<file path="src/rtl/sipo_tge.sv">
// rtl/sipo_tge.sv - serial-in parallel-out assembler with double-buffered FIFO hand-off
//
// Purpose: collects LANES = OUTPUT_SIZE/INPUT_SIZE serial words into one wide
// word (first word in the LSBs), then presents it to a downstream FIFO from a
// separate output register, so assembly of the next group continues while the
// previous word waits for FIFO space.
//
// Optional feature: define SIPO_TGE_SOF_EN to add the i_sof start-of-frame
// input, which forces the accompanying word into lane 0.
//
// Ports:
//   clk        in   sole clock, rising edge
//   rst        in   synchronous active-high reset
//   ce         in   clock enable; low holds every register and blocks fifo_we
//   i_serial   in   [INPUT_SIZE-1:0] serial data word
//   valid      in   i_serial qualifier
//   i_sof      in   (SIPO_TGE_SOF_EN only) word starts a new group
//   fifo_full  in   downstream FIFO full
//   o_parallel out  [OUTPUT_SIZE-1:0] assembled word presented to the FIFO
//   fifo_we    out  FIFO write enable (combinational)
//   overflow   out  sticky: a completed or partial group was dropped
//   drop_cnt   out  [15:0] dropped group count, saturating

module sipo_tge #(
    parameter int INPUT_SIZE  = 64,
    parameter int OUTPUT_SIZE = 1024
) (
    input  logic                   clk,
    input  logic                   rst,
    input  logic                   ce,
    input  logic [INPUT_SIZE-1:0]  i_serial,
    input  logic                   valid,
`ifdef SIPO_TGE_SOF_EN
    input  logic                   i_sof,
`endif
    input  logic                   fifo_full,
    output logic [OUTPUT_SIZE-1:0] o_parallel,
    output logic                   fifo_we,
    output logic                   overflow,
    output logic [15:0]            drop_cnt
);

    localparam int             LANES = OUTPUT_SIZE / INPUT_SIZE;
    localparam int             LW    = $clog2(LANES);
    localparam logic [LW-1:0]  LAST  = LW'(LANES - 1);

    typedef enum logic {
        EMPTY   = 1'b0,
        PENDING = 1'b1
    } state_t;

    state_t                 state_q, state_d;
    logic [LW-1:0]          lane_q, lane_d;
    logic [OUTPUT_SIZE-1:0] asm_q, asm_d;
    logic [OUTPUT_SIZE-1:0] out_q, out_d;
    logic                   overflow_q, overflow_d;
    logic [15:0]            drop_cnt_q, drop_cnt_d;

    logic                   accept;
    logic                   sof;
    logic                   complete;
    logic                   drop;
    logic [LW-1:0]          wr_lane;
    logic [OUTPUT_SIZE-1:0] asm_full;

`ifdef SIPO_TGE_SOF_EN
    assign sof = ce & valid & i_sof;
`else
    assign sof = 1'b0;
`endif

    always_comb begin
        accept  = ce & valid;
        wr_lane = sof ? '0 : lane_q;

        // Assembly contents including the word arriving this cycle, so a
        // completing group can be moved to the output register in one edge.
        asm_full = asm_q;
        for (int k = 0; k < LANES; k++) begin
            if (accept && (wr_lane == LW'(k))) begin
                asm_full[k*INPUT_SIZE +: INPUT_SIZE] = i_serial;
            end
        end

        fifo_we  = (state_q == PENDING) & ~fifo_full & ce;
        complete = accept & ~sof & (lane_q == LAST);

        // A new group is lost either when it completes behind a word that is
        // not leaving this edge, or when start-of-frame cuts a partial group.
        drop = (complete & (state_q == PENDING) & ~fifo_we)
             | (sof & (lane_q != '0));

        state_d    = state_q;
        lane_d     = lane_q;
        asm_d      = asm_q;
        out_d      = out_q;
        overflow_d = overflow_q;
        drop_cnt_d = drop_cnt_q;

        if (accept) begin
            asm_d  = asm_full;
            // LANES is a power of two, so the increment wraps LAST -> 0.
            lane_d = sof ? LW'(1) : lane_q + LW'(1);
        end

        if (complete && ((state_q == EMPTY) || fifo_we)) begin
            out_d   = asm_full;
            state_d = PENDING;
        end else if (fifo_we) begin
            state_d = EMPTY;
        end

        if (drop) begin
            overflow_d = 1'b1;
            if (drop_cnt_q != 16'hFFFF) begin
                drop_cnt_d = drop_cnt_q + 16'd1;
            end
        end
    end

    always_ff @(posedge clk) begin
        if (rst) begin
            state_q    <= EMPTY;
            lane_q     <= '0;
            asm_q      <= '0;
            out_q      <= '0;
            overflow_q <= 1'b0;
            drop_cnt_q <= '0;
        end else begin
            state_q    <= state_d;
            lane_q     <= lane_d;
            asm_q      <= asm_d;
            out_q      <= out_d;
            overflow_q <= overflow_d;
            drop_cnt_q <= drop_cnt_d;
        end
    end

    assign o_parallel = out_q;
    assign overflow   = overflow_q;
    assign drop_cnt   = drop_cnt_q;

endmodule

</file>
<file path="config.mk">
export PLATFORM = sky130hd
export DESIGN_NAME = sipo_tge
export DESIGN_NICKNAME = d
export VERILOG_FILES = /design/src/rtl/sipo_tge.sv
export SDC_FILE = /design/constraint.sdc
export NUM_CORES = 2
export LEC_CHECK = 0
export BUFFER_PORTS_ARGS = -buffer_cell sky130_fd_sc_hd__buf_4
export CAP_MARGIN = 20
export CORE_AREA = 3 3 435 437
export CTS_CLUSTER_DIAMETER = 100
export CTS_CLUSTER_SIZE = 25
export DETAILED_ROUTE_END_ITERATION = 7
export DIE_AREA = 0 0 438 440
export PLACE_DENSITY = 0.62
export SYNTH_ARGS = -nofsm -noshare
export SYNTH_HDL_FRONTEND = slang
export SYNTH_SLANG_ARGS = --single-unit
</file>
<file path="constraint.sdc">
create_clock -name clk -period 2.27 [get_ports clk]
set_clock_uncertainty 0.2 [all_clocks]
set_input_delay 0.3405 -clock clk [delete_from_list [all_inputs] [get_ports clk]]
set_output_delay 0.3405 -clock clk [all_outputs]
set_load 0.05 [all_outputs]
</file>
After elaboration in Yosys (flattened, before gate mapping) --
Cells that the tools add are included.
Operators by class: add/sub/neg operators 2, eq/ne operators 16, multiplexer cells 18, bitwise operators 9, reduce and logical (&&, ||, !) cells 21
Operator list (count):
- $mux 64 | 16
- $eq 4x4->1 const B | 8
- $logic_and 1x1->1 | 17
- $add 16x1->16 const B | 1
- $eq 4x3->1 const B | 4
- $ne 16x16->1 const B | 1
- $eq 4x2->1 const B | 2
- $and 1x1->1 | 6
- $add 4x1->4 const B | 1
- $eq 4x1->1 const B | 1
- $logic_not 4->1 | 1
- $not 1->1 | 3
- $mux 1 | 2
- $reduce_and 2->1 | 1
- $reduce_bool 2->1 | 1
- $logic_or 1x1->1 | 1
Storage, ports and cells: register bits after elaboration 2070, input bits 69, output and inout port bits 1042

Longest topological paths before layout --
depth in word-level cells 6, mapped depth 8, mapped depth without buffers 6

Worst setup path before layout --
Ideal clock, no wire load.
path kind reg2reg, start reg drop_cnt_q[0] (netlist: drop_cnt[0]), end reg drop_cnt_q[10] (netlist: drop_cnt[10]), library setup time 0.121 ns, data arrival time 2.071 ns, required time 1.949 ns, setup slack -0.121 ns, stages on the path, launching flop included 6, buffers on the path 0, clock period less this slack 2.391 ns, cell sequence dfxtp_1 -> ha_1 -> nand4_1 -> or2_2 -> nor4_1 -> mux2_2
Between the ends: cells in the longest elaborated chain, start to end 2, elaborated cells between the ends (all ways) 3, classes of those cells add/sub (1); eq/ne (1); reduce/logical (1)
RTL lines:
- start, declared | RTL line 57 | logic [15:0] drop_cnt_q, drop_cnt_d;
- start signal, assigned | RTL line 135 | drop_cnt_q <= drop_cnt_d;
- branches (longest 2 deep; another with $add 16x1->16)
Parallel ways; which one is timed is not known. A chain may end at the register's enable or synchronous reset.

Final worst setup path --
start reg lane_q[0], end reg out_q[659] (netlist: o_parallel[659])
Between the ends: cells in the longest elaborated chain, start to end 3, elaborated cells between the ends (all ways) 6, classes of those cells eq/ne (2); mux (1); bitwise (1); reduce/logical (2)
RTL lines:
- start, declared | RTL line 53 | logic [LW-1:0] lane_q, lane_d;
- start signal, assigned | RTL line 131 | lane_q <= lane_d;
- $eq 4x4->1, on equally long branches | RTL line 80, 86
- $logic_and 1x1->1 / $and 1x1->1 (equally long branches) | RTL line 80, 86
- $mux 64 / $logic_and 1x1->1 (equally long branches) | RTL line 80, 106
- end signal, assigned | RTL line 133 | out_q <= out_d;
- end, declared | RTL line 55 | logic [OUTPUT_SIZE-1:0] out_q, out_d;
Several ways; a longest one is shown, not always the timed one.

==> impl_metrics.ini <==
[synth]
syn_nets = 6938
synth_area_leaders = dfxtp_1, mux2i_1, nor2_1
synth.distinct_cells = 38
syn_area_um2 = 68860
netlist.area_leader.share_pct = 58.32
syn_inst = 6864
seq_area_frac_synth_pct = 58.32
avgSynthCellArea_um2 = 10.03
synth_seq_cells = 2006
yosysTopAreaCell = dfxtp_1
synth_warnings = 0

[clock_tree]
clk_path_buf_depth = 3
cts.clk_slew.worst_paths_ns = 0.10
htree_levels = 3
clock_sinks = 2006
clk_latency_ns = 0.75
cts_inserted_buffers = 92
ctsRootBufferMaster = clkbuf_16
cts_tree = built

[placement]
placed_area_um2 = 81580
gp_congestion = 0.8294
placed_cells = 10090
portBuffers = 1110
post-dp-hpwl_um = 170700
pre_cts_ws_ns = -0.2556

[cells_and_area]
drive_gt1_share_pct = 25.81
syn2layout_area_growth_pct = 31.35
fin_area_um2 = 90450
final_cells = 10420
layout.nets = 8001
fill_cells = 17030
post-route-util_pct = 48.78

[floorplanning]
core_area_um2 = 185400
die_area_um2 = 192700
start_util_pct = 37.14
io_pins = 1111
die_w_um = 438
die_h_um = 440
rows = 158

[detailed_routing]
firstDrtPassIters = 8
via_count = 54670
drtIter0Drc = 3814
routedWlPerCell_um = 25.11
vias_per_cell = 5.245
ant_nets = 0
drc_errors = 4
drt_wl_total_um = 261800

[setup_path]
cp_top_family = buffers and inverters
required_ns = 2.70
critPathMaxStageDelay_ns = 0.38
path_buf_inv = 6
criticalPathCategory = flip-flop to flip-flop
worst_setup_path_end_kind = flip-flop
worst-path-stages = 11
worst_r2r_path_depth = 11
crit_chain = buf_6 -> inv_6 -> ha_4 -> nand3_2 -> buf_6 -> nor2_4 -> buf_12 -> buf_16 -> clkbuf_16 -> mux2i_4 -> a211oi_1
crit_arrival_ns = 2.74
crit_fanout = 7
cp_slowest_cell = dfxtp_4
cp_common_cell = buf_6
start_kind = flip-flop

[min_path]
hold_path.class = input pin to flip-flop
whs_path_depth = 5

[timing]
relSlewSlack_pct = 53.62
fmax_mhz = 432.6
rsz0062_at_grt = true
layout_min_cycle_time_ns = 2.312
finalSetupViolations = 24
finalHoldViolCount = 0
slew_viol_final = 0
min_period_over_period_pct = 101.8
setup_ws_ns = -0.04156
whs_ns = 0.2356
worstMarginPinSlew_ns = 0.6957

[global_route]
grt_max_degree = 106
grt_pass1_vias = 51020
overflow = 0
grt_pass1_wl_um = 354300
track_usage_pct = 24.87
grt_antenna_before_repair = 9

[power_and_ir_drop]
p_per_area_nw_per_um2 = 627.9
ir_drop_uv = 677.1
cellLeakagePower_nw = 33.98

[status]
violations = DRC, setup timing
status = finished, violations left

[run]
drv_cap = 0
[worst min-delay path, stage by stage]
cell and delay [ns]:
buf_4 0.16, and2_1 0.27, buf_4 0.20, xnor2_1 0.14, nor2_1 0.04
[cell type report]
class | count | area (um^2) | share of cell area, %
Inverter | 5 | 23.77 | 0.02628
Timing Repair Buffer | 1658 | 16590 | 18.34
Sequential cell | 2006 | 40170 | 44.41
Clock buffer | 93 | 2327 | 2.573
Antenna cell | 4 | 10.01 | 0.01107
Tap cell | 2480 | 3103 | 3.431
Multi-Input combinational cell | 4164 | 27980 | 30.93
Clock inverter | 13 | 242.7 | 0.2684
[cells in the final DEF, fill, tap and decap left out, types with 7 or more instances in the layout]
| master | instances |
|---|---|
| mux2i_4 | 92 |
| a211oi_2 | 132 |
| nand4_1 | 7 |
| nor2_1 | 1932 |
| a21oi_1 | 73 |
| nor2_4 | 11 |
| buf_8 | 16 |
| buf_4 | 1297 |
| buf_12 | 124 |
| nand2_1 | 138 |
| nor2b_1 | 7 |
| bufbuf_16 | 11 |
| clkbuf_16 | 136 |
| dfxtp_1 | 1999 |
| mux2_2 | 7 |
| buf_6 | 41 |
| dlygate4sd3_1 | 69 |
| mux2i_2 | 82 |
| a211oi_1 | 829 |
| mux2i_1 | 787 |
| buf_16 | 56 |
[synth_stat cells (all sizes together)]
| library cell | instances |
|---|---|
| xnor2 | 2 |
| or4 | 4 |
| mux2 | 7 |
| buf | 296 |
| nand2 | 140 |
| ha | 5 |
| or2 | 2 |
| nor2b | 7 |
| and3 | 1 |
| xor2 | 1 |
| o31ai | 5 |
| nand3b | 1 |
| and2 | 2 |
| mux2i | 961 |
| dfxtp | 2006 |
| nand4 | 7 |
| inv | 5 |
| nor3 | 3 |
| nand2b | 3 |
| a211o | 1 |
| nor4b | 1 |
| or3 | 4 |
| nand3 | 12 |
| nor4 | 8 |
| nor2 | 1947 |
| o21ai | 3 |
| a21oi | 73 |
| and4 | 2 |
| clkbuf | 393 |
| a211oi | 962 |
[metal layers]
layer | vias to the layer above | routed length [um] | track usage (%)
li1 | 25410 | - | -
met1 | 27010 | 101700 | 29.28
met2 | 1702 | 129200 | 43.01
met3 | 538 | 13420 | 3.384
met4 | 2 | 17470 | 15.02
met5 | - | 13 | 0
[through the flow]
stage	total power, W	setup TNS (ns)
floorplan	0.03714	0
global placement	0.03821	-2.160
detailed placement	0.03823	-7.271
CTS	0.05715	-2.462
global route	0.05842	-11.70
finish	0.05680	-0.3913
[registers in the layout (all words and copies together), names as in the netlist]
name	flops
lane_q	4
asm_q	960
overflow	1
state_q	1
drop_cnt	16
o_parallel	1024
[repair_timing]
action	in CTS	in global routing
endpoints found under the hold margin	1623	0
buffers inserted	31	48
gates resized for setup	79	491
gates cloned	30	48
hold buffers	71	0
setup endpoints to repair	596	1157
pin swaps	12	44
[logic make-up after synthesis]
group                    synth area share, %
AO/OA/AOI/OAI                          11.11
XOR/XNOR                             0.03816
adder cells (fa/ha/maj)              0.09085
buffers and inverters                  4.344
flip-flops                             58.32
multiplexers                           14.08
AND/OR/NAND/NOR                        12.01
[worst paths after layout]
| check | from | endpoint | slack [ns] |
|---|---|---|---|
| setup / recovery | lane_q[0] | o_parallel[659] | -0.04 |
| hold / removal | ce | lane_q[0] | 0.24 |
| setup reg to reg | lane_q[0] | o_parallel[659] | -0.04 |
| hold reg to reg | o_parallel[994] | o_parallel[994] | 0.26 |
[power by group]
group | internal [W] | leakage, nW | switching [W]
Clock | 0.00773 | 1.25 | 0.0114
Combinational | 0.000584 | 16.6 | 0.00177
Sequential | 0.0353 | 16.2 | 0.0000268
Power figures use the tool's default switching activity.
